File: config.mk
export PLATFORM = sky130hd
export DESIGN_NAME = pr_freelist_ctrl_flat
export DESIGN_NICKNAME = d
export VERILOG_FILES = /design/src/rtl/pr_freelist_ctrl_if.sv /design/src/rtl/pr_freelist_ctrl.sv /design/src/flat_wrapper.sv
export SDC_FILE = /design/constraint.sdc
export NUM_CORES = 1
export LEC_CHECK = 0
export CORE_ASPECT_RATIO = 1.1
export CORE_MARGIN = 8
export CORE_UTILIZATION = 40
export DETAILED_ROUTE_END_ITERATION = 8
export PLACE_DENSITY = 0.54
export REMOVE_ABC_BUFFERS = 1
export SYNTH_ARGS = -nofsm -noshare
export SYNTH_HDL_FRONTEND = slang
export SYNTH_SLANG_ARGS = --single-unit
File: constraint.sdc
create_clock -name clk -period 5.2 [get_ports clk]
set_clock_uncertainty 0.1 [all_clocks]
set_input_delay 0.52 -clock clk [delete_from_list [all_inputs] [get_ports clk]]
set_output_delay 0.52 -clock clk [all_outputs]
set_load 0.01 [all_outputs]
File: src/rtl/pr_freelist_ctrl_if.sv
// Rename free-list port bundle: four allocation slots, four commit slots, flush and status.
// The master side is the rename/retire pipeline; the slave side is the free-list controller.
interface pr_freelist_ctrl_if #(
  parameter int PR_W  = 6,
  parameter int CNT_W = 6
);
  logic             flush_stage4;

  logic             inst0_alloc_req;
  logic             inst1_alloc_req;
  logic             inst2_alloc_req;
  logic             inst3_alloc_req;
  logic [PR_W-1:0]  inst0_alloc_PR;
  logic [PR_W-1:0]  inst1_alloc_PR;
  logic [PR_W-1:0]  inst2_alloc_PR;
  logic [PR_W-1:0]  inst3_alloc_PR;
  logic             alloc_stall;

  logic             commit0_dest_en;
  logic             commit1_dest_en;
  logic             commit2_dest_en;
  logic             commit3_dest_en;
  logic [PR_W-1:0]  commit0_old_PR;
  logic [PR_W-1:0]  commit1_old_PR;
  logic [PR_W-1:0]  commit2_old_PR;
  logic [PR_W-1:0]  commit3_old_PR;

  logic [CNT_W-1:0] free_cnt;

  modport master (
    output flush_stage4,
    output inst0_alloc_req, inst1_alloc_req, inst2_alloc_req, inst3_alloc_req,
    input  inst0_alloc_PR, inst1_alloc_PR, inst2_alloc_PR, inst3_alloc_PR,
    input  alloc_stall,
    output commit0_dest_en, commit1_dest_en, commit2_dest_en, commit3_dest_en,
    output commit0_old_PR, commit1_old_PR, commit2_old_PR, commit3_old_PR,
    input  free_cnt
  );

  modport slave (
    input  flush_stage4,
    input  inst0_alloc_req, inst1_alloc_req, inst2_alloc_req, inst3_alloc_req,
    output inst0_alloc_PR, inst1_alloc_PR, inst2_alloc_PR, inst3_alloc_PR,
    output alloc_stall,
    input  commit0_dest_en, commit1_dest_en, commit2_dest_en, commit3_dest_en,
    input  commit0_old_PR, commit1_old_PR, commit2_old_PR, commit3_old_PR,
    output free_cnt
  );
endinterface

File: src/rtl/pr_freelist_ctrl.sv
// Physical-register free list: 4-wide zero-latency allocation, 4-wide commit release, flush rollback.
// All-or-nothing grant; alloc_stall rises combinationally when requests exceed free entries or on flush.
module pr_freelist_ctrl #(
  parameter int NUM_PR   = 64,
  parameter int NUM_FREE = 32
) (
  input  logic             clk,
  input  logic             rst,
  pr_freelist_ctrl_if.slave fl
);
  localparam int PR_W  = $clog2(NUM_PR);
  localparam int IDX_W = $clog2(NUM_FREE);
  localparam int PTR_W = IDX_W + 1;

  logic [PR_W-1:0]  entry_q [NUM_FREE];
  logic [PTR_W-1:0] spec_head_q, spec_head_d;
  logic [PTR_W-1:0] commit_head_q, commit_head_d;
  logic [PTR_W-1:0] tail_q, tail_d;

  logic [3:0]       req;
  logic [3:0]       com_en;
  logic [PR_W-1:0]  old_pr   [4];
  logic [PR_W-1:0]  alloc_pr [4];
  logic [2:0]       req_off  [4];
  logic [2:0]       com_off  [4];
  logic [IDX_W-1:0] rd_idx   [4];
  logic [IDX_W-1:0] wr_idx   [4];
  logic [2:0]       n_req;
  logic [2:0]       n_com;
  logic [PTR_W-1:0] free_cnt;
  logic             alloc_stall;

  assign req    = {fl.inst3_alloc_req, fl.inst2_alloc_req, fl.inst1_alloc_req, fl.inst0_alloc_req};
  assign com_en = {fl.commit3_dest_en, fl.commit2_dest_en, fl.commit1_dest_en, fl.commit0_dest_en};

  assign old_pr[0] = fl.commit0_old_PR;
  assign old_pr[1] = fl.commit1_old_PR;
  assign old_pr[2] = fl.commit2_old_PR;
  assign old_pr[3] = fl.commit3_old_PR;

  // Exclusive prefix counts compact active slots onto consecutive buffer entries.
  always_comb begin
    req_off[0] = 3'd0;
    com_off[0] = 3'd0;
    for (int k = 1; k < 4; k++) begin
      req_off[k] = req_off[k-1] + {2'b00, req[k-1]};
      com_off[k] = com_off[k-1] + {2'b00, com_en[k-1]};
    end
  end

  assign n_req = req_off[3] + {2'b00, req[3]};
  assign n_com = com_off[3] + {2'b00, com_en[3]};

  // Uses registered pointers only, so same-cycle releases are not yet visible.
  assign free_cnt    = tail_q - spec_head_q;
  assign alloc_stall = (PTR_W'(n_req) > free_cnt) || fl.flush_stage4;

  always_comb begin
    for (int k = 0; k < 4; k++) begin
      rd_idx[k]   = spec_head_q[IDX_W-1:0] + IDX_W'(req_off[k]);
      wr_idx[k]   = tail_q[IDX_W-1:0] + IDX_W'(com_off[k]);
      alloc_pr[k] = entry_q[rd_idx[k]];
    end
  end

  assign fl.inst0_alloc_PR = alloc_pr[0];
  assign fl.inst1_alloc_PR = alloc_pr[1];
  assign fl.inst2_alloc_PR = alloc_pr[2];
  assign fl.inst3_alloc_PR = alloc_pr[3];
  assign fl.alloc_stall    = alloc_stall;
  assign fl.free_cnt       = free_cnt;

  always_comb begin
    spec_head_d   = spec_head_q;
    commit_head_d = commit_head_q + PTR_W'(n_com);
    tail_d        = tail_q + PTR_W'(n_com);
    // Flush rolls speculation back to the retired point, including this cycle's commits.
    if (fl.flush_stage4) begin
      spec_head_d = commit_head_q + PTR_W'(n_com);
    end else if (!alloc_stall) begin
      spec_head_d = spec_head_q + PTR_W'(n_req);
    end
  end

  always_ff @(posedge clk) begin
    if (rst) begin
      spec_head_q   <= '0;
      commit_head_q <= '0;
      tail_q        <= PTR_W'(NUM_FREE);
    end else begin
      spec_head_q   <= spec_head_d;
      commit_head_q <= commit_head_d;
      tail_q        <= tail_d;
    end
  end

  always_ff @(posedge clk) begin
    if (rst) begin
      for (int i = 0; i < NUM_FREE; i++) begin
        entry_q[i] <= PR_W'(NUM_PR - NUM_FREE + i);
      end
    end else begin
      for (int k = 0; k < 4; k++) begin
        if (com_en[k]) begin
          entry_q[wr_idx[k]] <= old_pr[k];
        end
      end
    end
  end
endmodule
File: src/flat_wrapper.sv
// flat-port wrapper written by rule: the top's interface ports become plain ports
module pr_freelist_ctrl_flat 
#(
  parameter int NUM_PR   = 64,
  parameter int NUM_FREE = 32
)
  (clk, rst, fl_flush_stage4, fl_inst0_alloc_req, fl_inst1_alloc_req, fl_inst2_alloc_req, fl_inst3_alloc_req, fl_inst0_alloc_PR, fl_inst1_alloc_PR, fl_inst2_alloc_PR, fl_inst3_alloc_PR, fl_alloc_stall, fl_commit0_dest_en, fl_commit1_dest_en, fl_commit2_dest_en, fl_commit3_dest_en, fl_commit0_old_PR, fl_commit1_old_PR, fl_commit2_old_PR, fl_commit3_old_PR, fl_free_cnt);
  pr_freelist_ctrl_if fl_i ();
  input  logic clk;
  input  logic rst;
  input wire logic [$bits(fl_i.flush_stage4)-1:0] fl_flush_stage4;
  input wire logic [$bits(fl_i.inst0_alloc_req)-1:0] fl_inst0_alloc_req;
  input wire logic [$bits(fl_i.inst1_alloc_req)-1:0] fl_inst1_alloc_req;
  input wire logic [$bits(fl_i.inst2_alloc_req)-1:0] fl_inst2_alloc_req;
  input wire logic [$bits(fl_i.inst3_alloc_req)-1:0] fl_inst3_alloc_req;
  output wire logic [$bits(fl_i.inst0_alloc_PR)-1:0] fl_inst0_alloc_PR;
  output wire logic [$bits(fl_i.inst1_alloc_PR)-1:0] fl_inst1_alloc_PR;
  output wire logic [$bits(fl_i.inst2_alloc_PR)-1:0] fl_inst2_alloc_PR;
  output wire logic [$bits(fl_i.inst3_alloc_PR)-1:0] fl_inst3_alloc_PR;
  output wire logic [$bits(fl_i.alloc_stall)-1:0] fl_alloc_stall;
  input wire logic [$bits(fl_i.commit0_dest_en)-1:0] fl_commit0_dest_en;
  input wire logic [$bits(fl_i.commit1_dest_en)-1:0] fl_commit1_dest_en;
  input wire logic [$bits(fl_i.commit2_dest_en)-1:0] fl_commit2_dest_en;
  input wire logic [$bits(fl_i.commit3_dest_en)-1:0] fl_commit3_dest_en;
  input wire logic [$bits(fl_i.commit0_old_PR)-1:0] fl_commit0_old_PR;
  input wire logic [$bits(fl_i.commit1_old_PR)-1:0] fl_commit1_old_PR;
  input wire logic [$bits(fl_i.commit2_old_PR)-1:0] fl_commit2_old_PR;
  input wire logic [$bits(fl_i.commit3_old_PR)-1:0] fl_commit3_old_PR;
  output wire logic [$bits(fl_i.free_cnt)-1:0] fl_free_cnt;
  assign fl_i.flush_stage4 = fl_flush_stage4;
  assign fl_i.inst0_alloc_req = fl_inst0_alloc_req;
  assign fl_i.inst1_alloc_req = fl_inst1_alloc_req;
  assign fl_i.inst2_alloc_req = fl_inst2_alloc_req;
  assign fl_i.inst3_alloc_req = fl_inst3_alloc_req;
  assign fl_inst0_alloc_PR = fl_i.inst0_alloc_PR;
  assign fl_inst1_alloc_PR = fl_i.inst1_alloc_PR;
  assign fl_inst2_alloc_PR = fl_i.inst2_alloc_PR;
  assign fl_inst3_alloc_PR = fl_i.inst3_alloc_PR;
  assign fl_alloc_stall = fl_i.alloc_stall;
  assign fl_i.commit0_dest_en = fl_commit0_dest_en;
  assign fl_i.commit1_dest_en = fl_commit1_dest_en;
  assign fl_i.commit2_dest_en = fl_commit2_dest_en;
  assign fl_i.commit3_dest_en = fl_commit3_dest_en;
  assign fl_i.commit0_old_PR = fl_commit0_old_PR;
  assign fl_i.commit1_old_PR = fl_commit1_old_PR;
  assign fl_i.commit2_old_PR = fl_commit2_old_PR;
  assign fl_i.commit3_old_PR = fl_commit3_old_PR;
  assign fl_free_cnt = fl_i.free_cnt;
  pr_freelist_ctrl #(.NUM_PR(NUM_PR), .NUM_FREE(NUM_FREE)) u_core (.clk(clk), .rst(rst), .fl(fl_i));
endmodule
Word level (Yosys, flattened, before mapping)
Memories as Yosys holds them, arrays and structs flattened. A register that Yosys moved wholly into a read port is not among the register bits.
Index checks and enable logic that the tools add are counted.
{"block": "totals", "latchBits": 0, "elab_cells": 57, "output_inout_bits": 31, "ram_bits": 192, "mem_bits_ro": 0, "mem_count": 1, "ff_bits": 18, "in_bits": 35}
{"block": "classes", "n_shift": 0, "magnitude_cmp": 1, "n_eq_ne": 1, "n_addsub": 16, "div": 0, "mul": 0, "bitwise_logic": 0, "n_reduce_logical": 5, "n_mux": 30}
{"name": "u_core.entry_q", "words": 32, "word_bits": 6, "read_ports": 4, "rd_ports_with_merged_regs": 1, "wr": 32, "line": "pr_freelist_ctrl.sv:15", "rtl": "logic [PR_W-1:0] entry_q [NUM_FREE];"}
{"op": "$mux 6", "count": 6}
{"op": "$mux 5", "count": 6}
{"op": "$reduce_or 6->1", "count": 4}
{"op": "$add 5x3->5", "count": 4}
{"op": "$add 6x3->6", "count": 3}
{"op": "$mux 1", "count": 18}
{"op": "$add 3x1->3", "count": 4}
{"op": "$add 5x1->5", "count": 2}
{"op": "$gt 3x6->1", "count": 1}
{"op": "$sub 6x6->6", "count": 1}
{"op": "$add 1x1->2", "count": 2}
{"op": "$ne 2x2->1 const B", "count": 1}
{"op": "$logic_or 1x1->1", "count": 1}

Longest topological paths before layout
Gate-level depths: netlist of the first run.
{"block": "logic_depth", "ltp_word": 9, "ltp_mapped": 12, "ltp_nobuf": 12}

Least setup slack after synthesis of the first run
No wires, ideal clock.
{"block": "synth_path", "path_kind": "input -> output", "from": "in fl_inst2_alloc_req", "to": "out fl_inst3_alloc_PR[0]", "arrival_time_ns": 3.582, "path_stages": 9, "path_slack_ns": 0.998, "required_ns": 4.580, "n_path_buf": 2, "path_cell_list": "fa_1 -> ha_1 -> inv_1 -> fa_1 -> clkbuf_1 -> buf_1 -> mux4_2 -> mux4_2 -> mux2_2"}
{"block": "synth_between", "elab_chain_len": 3}
{"item": "start: declaration", "line": "flat_wrapper.sv:14", "rtl": "input wire logic [$bits(fl_i.inst2_alloc_req)-1:0] fl_inst2_alloc_req;"}
{"item": "$add 3x1->3", "line": "pr_freelist_ctrl.sv:46", "rtl": "req_off[k] = req_off[k-1] + {2'b00, req[k-1]};"}
{"item": "$add 5x3->5", "line": "pr_freelist_ctrl.sv:60", "rtl": "rd_idx[k] = spec_head_q[IDX_W-1:0] + IDX_W'(req_off[k]);"}
{"item": "$mem_v2 32x6"}
{"item": "end: declaration", "line": "flat_wrapper.sv:19", "rtl": "output wire logic [$bits(fl_i.inst3_alloc_PR)-1:0] fl_inst3_alloc_PR;"}
Every way passes these cells.

Worst setup path in the final report of the first run
{"block": "layout_path", "from": "in fl_inst0_alloc_req", "to": "out fl_inst3_alloc_PR[4]"}
{"block": "layout_between", "elab_chain_len": 4}
{"item": "start: declaration", "line": "flat_wrapper.sv:12", "rtl": "input wire logic [$bits(fl_i.inst0_alloc_req)-1:0] fl_inst0_alloc_req;"}
{"item": "$add 1x1->2", "line": "pr_freelist_ctrl.sv:46"}
{"item": "$add 3x1->3", "line": "pr_freelist_ctrl.sv:46"}
{"item": "$add 5x3->5", "line": "pr_freelist_ctrl.sv:60"}
{"item": "$mem_v2 32x6"}
Every way passes these cells.

==> results.cfg, run 1 <==
[run_status]
status = finished, final reports clean

[route]
dr_total_vias = 22235
ant_nets = 0
routedWlPerCell_microns = 40.5
drt_pass1_iterations = 6
viasPerCell = 7.66
first_iter_violations = 4069
drc = 0
wl_microns = 118000

[setup_path]
crit_family = buffers and inverters
cpMaxStageDelayCell = fa_1
cp_data_required_time_ns = 4.58
worst_setup_path_start_kind = input port
end_kind = output port
max_stage_delay_ns = 0.60
cp_num_buf_inv = 4
crit_path_cell_trace = clkdlybuf4s50_1 > fa_1 > ha_4 > inv_1 > fa_2 > buf_12 > mux4_2 > mux4_2 > mux2_2 > clkdlybuf4s50_1
cp_max_fo = 48
path_class = input port to output port
worst_ep_arrival_time_ns = 4.43

[yosys]
avgSynthCellArea_sq_um = 10.3
synth_edf_count = 192
synth_cells = 2123
synth_area_leaders = edfxtp_1, mux4_2, nand2_1, nor2_1, o221ai_1
synth_cell_types = 99
yosysSeqAreaShare_pct = 28.6
yosys_warnings = 0
syn_area_sq_mm = 0.0218
ys_top_cells_by_count = mux4_2, nand2_1, nor2_1, edfxtp_1, clkbuf_1
synth-seq-cells = 215
synth_ff_type = edfxtp_1
yosysMostFrequentCell = mux4_2
yosys.area.top_type = edfxtp_1
yosys.area.top_type_share_pct = 26.5
async_flop_share_pct = 0

[sta]
setup_viol = 0
timing.setup.tns_ns = 0
slew-limit-headroom_pct = 21.1
tightest_slew_ns = 1.18
clock.fmax_mhz = 198
rsz0062_at_grt = false
drv_slew = 0
post-route-period-util_pct = 97.2
period_minus_slack_ns = 5.05
whs_ns = 0.427
hold_viol = 0

[run]
drv_cap = 0

[floorplanning]
ios = 66
die_area_sq_mm = 0.0622
initial_core_util_pct = 40.6
fp-row-count = 89
chipWidth_microns = 238
core_sq_mm = 0.0537
fp.dieH_microns = 261

[global_routing]
antenna_found_initial = 3
grt_pass1_wl_microns = 162000
grt_usage_pct = 36.6
grt_pass1_vias = 20349
grt_max_degree = 49
overflow = 0

[placed_design]
dpl.cell_count = 2860
globalplace.congestion = 1.06
hpwl_microns = 89200
port_buffers = 65

[cells_and_area]
nets = 2243
fillers = 5015
final_cells = 2903
syn2layout_area_growth_pct = 12.2
layout-drive-gt1-share_pct = 24.4

[pwr]
power_density_mw_per_mm2 = 455
ir_drop_mv = 0.377
cellLeakagePower_nw = 7.19

[clock_network]
cts_tree = yes
ctsResizeCount = 0
path_clk_slew_ns = 0.06
clockRootBuffer = clkbuf_16
clk_path_buf_depth = 3
clock-sinks = 215
cts_hold_repair.buffers = 0
htree_levels = 1
post-cts-setup-buffers = 0
cts_made_buffers = 23
clock_latency_ns = 0.53

[hold_path]
min_path_type = flip-flop to flip-flop
-- layer usage --
layer / vias up / track usage [%] / part of all wire [%]
met1: 10848 / 47.5 / 37
met4: 0 / 21.5 / 8.0
met2: 2114 / 53.2 / 41
li1: 8731 / - / -
met3: 542 / 11.7 / 14
met5: - / 0 / 0
-- placed cells by master (no fill, tap or decap), drive strengths merged, types with 14 or more instances in the layout --
master and instances:
o221ai 87, mux4 240, o211ai 30, o2111ai 17, a311oi 14, nand3 59
xnor2 19, nor2b 18, o21ai 142, a211oi 14, mux2 30, a31oi 80
buf 158, dfxtp 23, a22oi 15, nand2 211, nor3 52, o31ai 19
ha 39, nand2b 19, edfxtp 192, nor2 205, clkbuf 26, inv 37
o22ai 72, o311ai 17, or3 19, clkdlybuf4s50 62, a21oi 77
-- report_power, final --
group | total (W) | switching [W] | internal (W)
logic | 0.00686 | 0.00382 | 0.00303
clock network | 0.00169 | 0.000707 | 0.000984
registers | 0.00256 | 0.000433 | 0.00213
-- cell type report --
class,instances,area (sq um),area share [%]
inverter,35,131,0.538
clock inverter,16,173,0.707
timing repair buffer,220,1870,7.68
tap,728,911,3.73
antenna,1,2.50,0.0102
clock buffer,26,597,2.44
multi-input combinational,1662,14500,59.4
sequential,215,6230,25.5
-- sequential cells by signal (all words and copies together) (netlist names), named ones only --
register              count
u_core.entry_q          192
u_core.tail_q             6
u_core.commit_head_q      6
u_core.spec_head_q        6
-- worst paths after layout --
| path | slack (ns) | end | depth (start not counted) | from |
|---|---|---|---|---|
| setup / recovery | 0.15 | fl_inst3_alloc_PR[4] | 10 | fl_inst0_alloc_req |
| hold / removal | 0.43 | u_core.spec_head_q[5]$_SDFFE_PP0N_ | 1 | u_core.spec_head_q[5]$_SDFFE_PP0N_ |
| setup reg to reg | 1.25 | u_core.entry_q[15][3]$_DFFE_PP_ | 10 | u_core.tail_q[0]$_SDFF_PP0_ |
| hold reg to reg | 0.43 | u_core.spec_head_q[5]$_SDFFE_PP0N_ | 1 | u_core.spec_head_q[5]$_SDFFE_PP0N_ |
-- cell families after synthesis --
logic type,after synthesis,share of synthesized area (%)
compound gates,657,20.9
fa+ha+maj,51,3.34
flops,215,28.6
xor+xnor,23,0.925
mux,280,26.8
simple gates,651,14.2
buf+inv,246,5.17
-- through the flow --
| stage | total power [W] | area, sq um | worst slack, ns | util [%] |
|---|---|---|---|---|
| final | 0.0111 | 24400 | 0.147 | 45.5 |
| after detailed placement | 0.00924 | 23600 | 0.156 | 44.1 |
| after global routing | 0.0114 | 24400 | 0.100 | 45.5 |
| after floorplan | 0.00638 | 20800 | 0.250 | - |
| after global placement | 0.00919 | 23600 | 0.241 | 44.1 |
| after CTS | 0.0109 | 24400 | 0.156 | 45.5 |
Power figures use the tool's default switching activity.
==> inputs of run 2 (changes only) <==
--- a/config.mk
+++ b/config.mk
@@ -5,11 +5,13 @@
 export SDC_FILE = /design/constraint.sdc
 export NUM_CORES = 1
 export LEC_CHECK = 0
+export CELL_PAD_IN_SITES_DETAIL_PLACEMENT = 2
+export CELL_PAD_IN_SITES_GLOBAL_PLACEMENT = 2
 export CORE_ASPECT_RATIO = 1.1
 export CORE_MARGIN = 8
 export CORE_UTILIZATION = 40
 export DETAILED_ROUTE_END_ITERATION = 8
-export PLACE_DENSITY = 0.54
+export PLACE_DENSITY = 0.76
 export REMOVE_ABC_BUFFERS = 1
 export SYNTH_ARGS = -nofsm -noshare
 export SYNTH_HDL_FRONTEND = slang
==> results.cfg, run 2 (same netlist as run 1, synthesis figures left out) <==
[clock_network]
ctsResizeCount = 0
htree_levels = 1
clock_latency_ns = 0.53
cts_made_buffers = 25
post-cts-setup-buffers = 0
cts_hold_repair.buffers = 0
cts_tree = yes
clockRootBuffer = clkbuf_16
clock-sinks = 215
clk_path_buf_depth = 3
path_clk_slew_ns = 0.06

[sta]
slew-limit-headroom_pct = 10.8
drv_slew = 0
hold_viol = 0
whs_ns = 0.372
tightest_slew_ns = 1.32
post-route-period-util_pct = 98.9
rsz0062_at_grt = false
clock.fmax_mhz = 194
timing.setup.tns_ns = 0
period_minus_slack_ns = 5.14
setup_viol = 0

[pwr]
cellLeakagePower_nw = 7.40
power_density_mw_per_mm2 = 466
ir_drop_mv = 0.332

[route]
wl_microns = 140000
drc = 0
ant_nets = 0
first_iter_violations = 3551
viasPerCell = 8.01
drt_pass1_iterations = 5
dr_total_vias = 23662
routedWlPerCell_microns = 47.3

[global_routing]
grt_pass1_wl_microns = 191000
grt_usage_pct = 43.9
grt_pass1_vias = 23533
antenna_found_initial = 16
overflow = 0
grt_max_degree = 49

[cells_and_area]
regMostFlops = u_core.entry_q
largest_reg_flops = 192
fillers = 5713
final_cell_mix = mux4_2, nand2_1, nor2_1
layout-drive-gt1-share_pct = 25.7
nets = 2289
fin_util_pct = 46.2
layout_commonest_cell = mux4_2
syn2layout_area_growth_pct = 14.0

[setup_path]
ff2ff_path_depth = 6
crit_path_cell_trace = clkdlybuf4s50_1 > fa_1 > ha_4 > inv_1 > fa_2 > buf_12 > mux4_2 > mux4_2 > mux2_2 > clkdlybuf4s50_1
cpMaxStageDelayCell = fa_1
end_kind = output port
path_class = input port to output port
max_stage_delay_ns = 0.60
worst_ep_arrival_time_ns = 4.52
worst_setup_path_start_kind = input port
cp_max_fo = 48
startpoint = fl_inst0_alloc_req
reg2reg_from = u_core.tail_q[0]$_SDFF_PP0_
cp_data_required_time_ns = 4.58

[run]
drv_cap = 0

[placed_design]
hpwl_microns = 107000
globalplace.congestion = 1.03
port_buffers = 65

[hold_path]
whs_path_depth = 2
min_path_type = input port to flip-flop
min_from = rst

[floorplanning]
fp-row-count = 89
core_sq_mm = 0.0537
initial_core_util_pct = 40.6
chipWidth_microns = 238
fp.dieH_microns = 261
die_area_sq_mm = 0.0622
ios = 66

[run_status]
status = finished, final reports clean
## run 2: final cells by class
class                      instances  area, sq um  share of cell area [%]
multi-input combinational       1662        14500                    58.5
sequential                       215         6230                    25.1
timing repair buffer             264         2250                    9.08
tap                              728          911                    3.67
clock buffer                      31          678                    2.73
inverter                          35          131                   0.530
clock inverter                    13         68.8                   0.277
antenna                            5         12.5                  0.0504
## run 2: per-stage QoR
stage	setup WS, ns	area [sq um]	total power [W]	instances
after global routing	0.0179	24800	0.0118	2948
after CTS	0.0962	24800	0.0114	2948
after global placement	0.248	24100	0.00931	2904
final	0.0572	24800	0.0116	2953
after floorplan	0.250	20800	0.00638	1912
after detailed placement	0.130	24100	0.00968	2904
## run 2: power by group
| group | total, W | internal [W] | switching (W) |
|---|---|---|---|
| Sequential | 0.00265 | 0.00213 | 0.000520 |
| Clock | 0.00166 | 0.000920 | 0.000740 |
| Combinational | 0.00726 | 0.00311 | 0.00414 |
| Total | 0.0116 | 0.00616 | 0.00540 |
## run 2: routing by layer
layer	global-route usage [%]	part of all wire, %	routed length, microns	vias up
met5	0	0.063	88	-
met4	28.1	8.3	11600	12
met3	13.4	13	18600	617
met2	66.8	43	60500	2244
met1	54.0	35	49000	11969
li1	-	-	-	8820
## run 2: path summary, 6_finish.rpt
| kind | end | slack [ns] |
|---|---|---|
| setup / recovery | fl_inst3_alloc_PR[1] | 0.06 |
| hold / removal | u_core.tail_q[3]$_SDFF_PP0_ | 0.37 |
| setup reg to reg | u_core.entry_q[15][3]$_DFFE_PP_ | 0.94 |
| hold reg to reg | u_core.commit_head_q[5]$_SDFF_PP0_ | 0.43 |
## run 2: worst max-delay path: cells and delay by family
kind,cells,cell delay (ns)
adder cells (fa/ha/maj),3,1.33
buffers and inverters,4,1.31
multiplexers,3,1.30
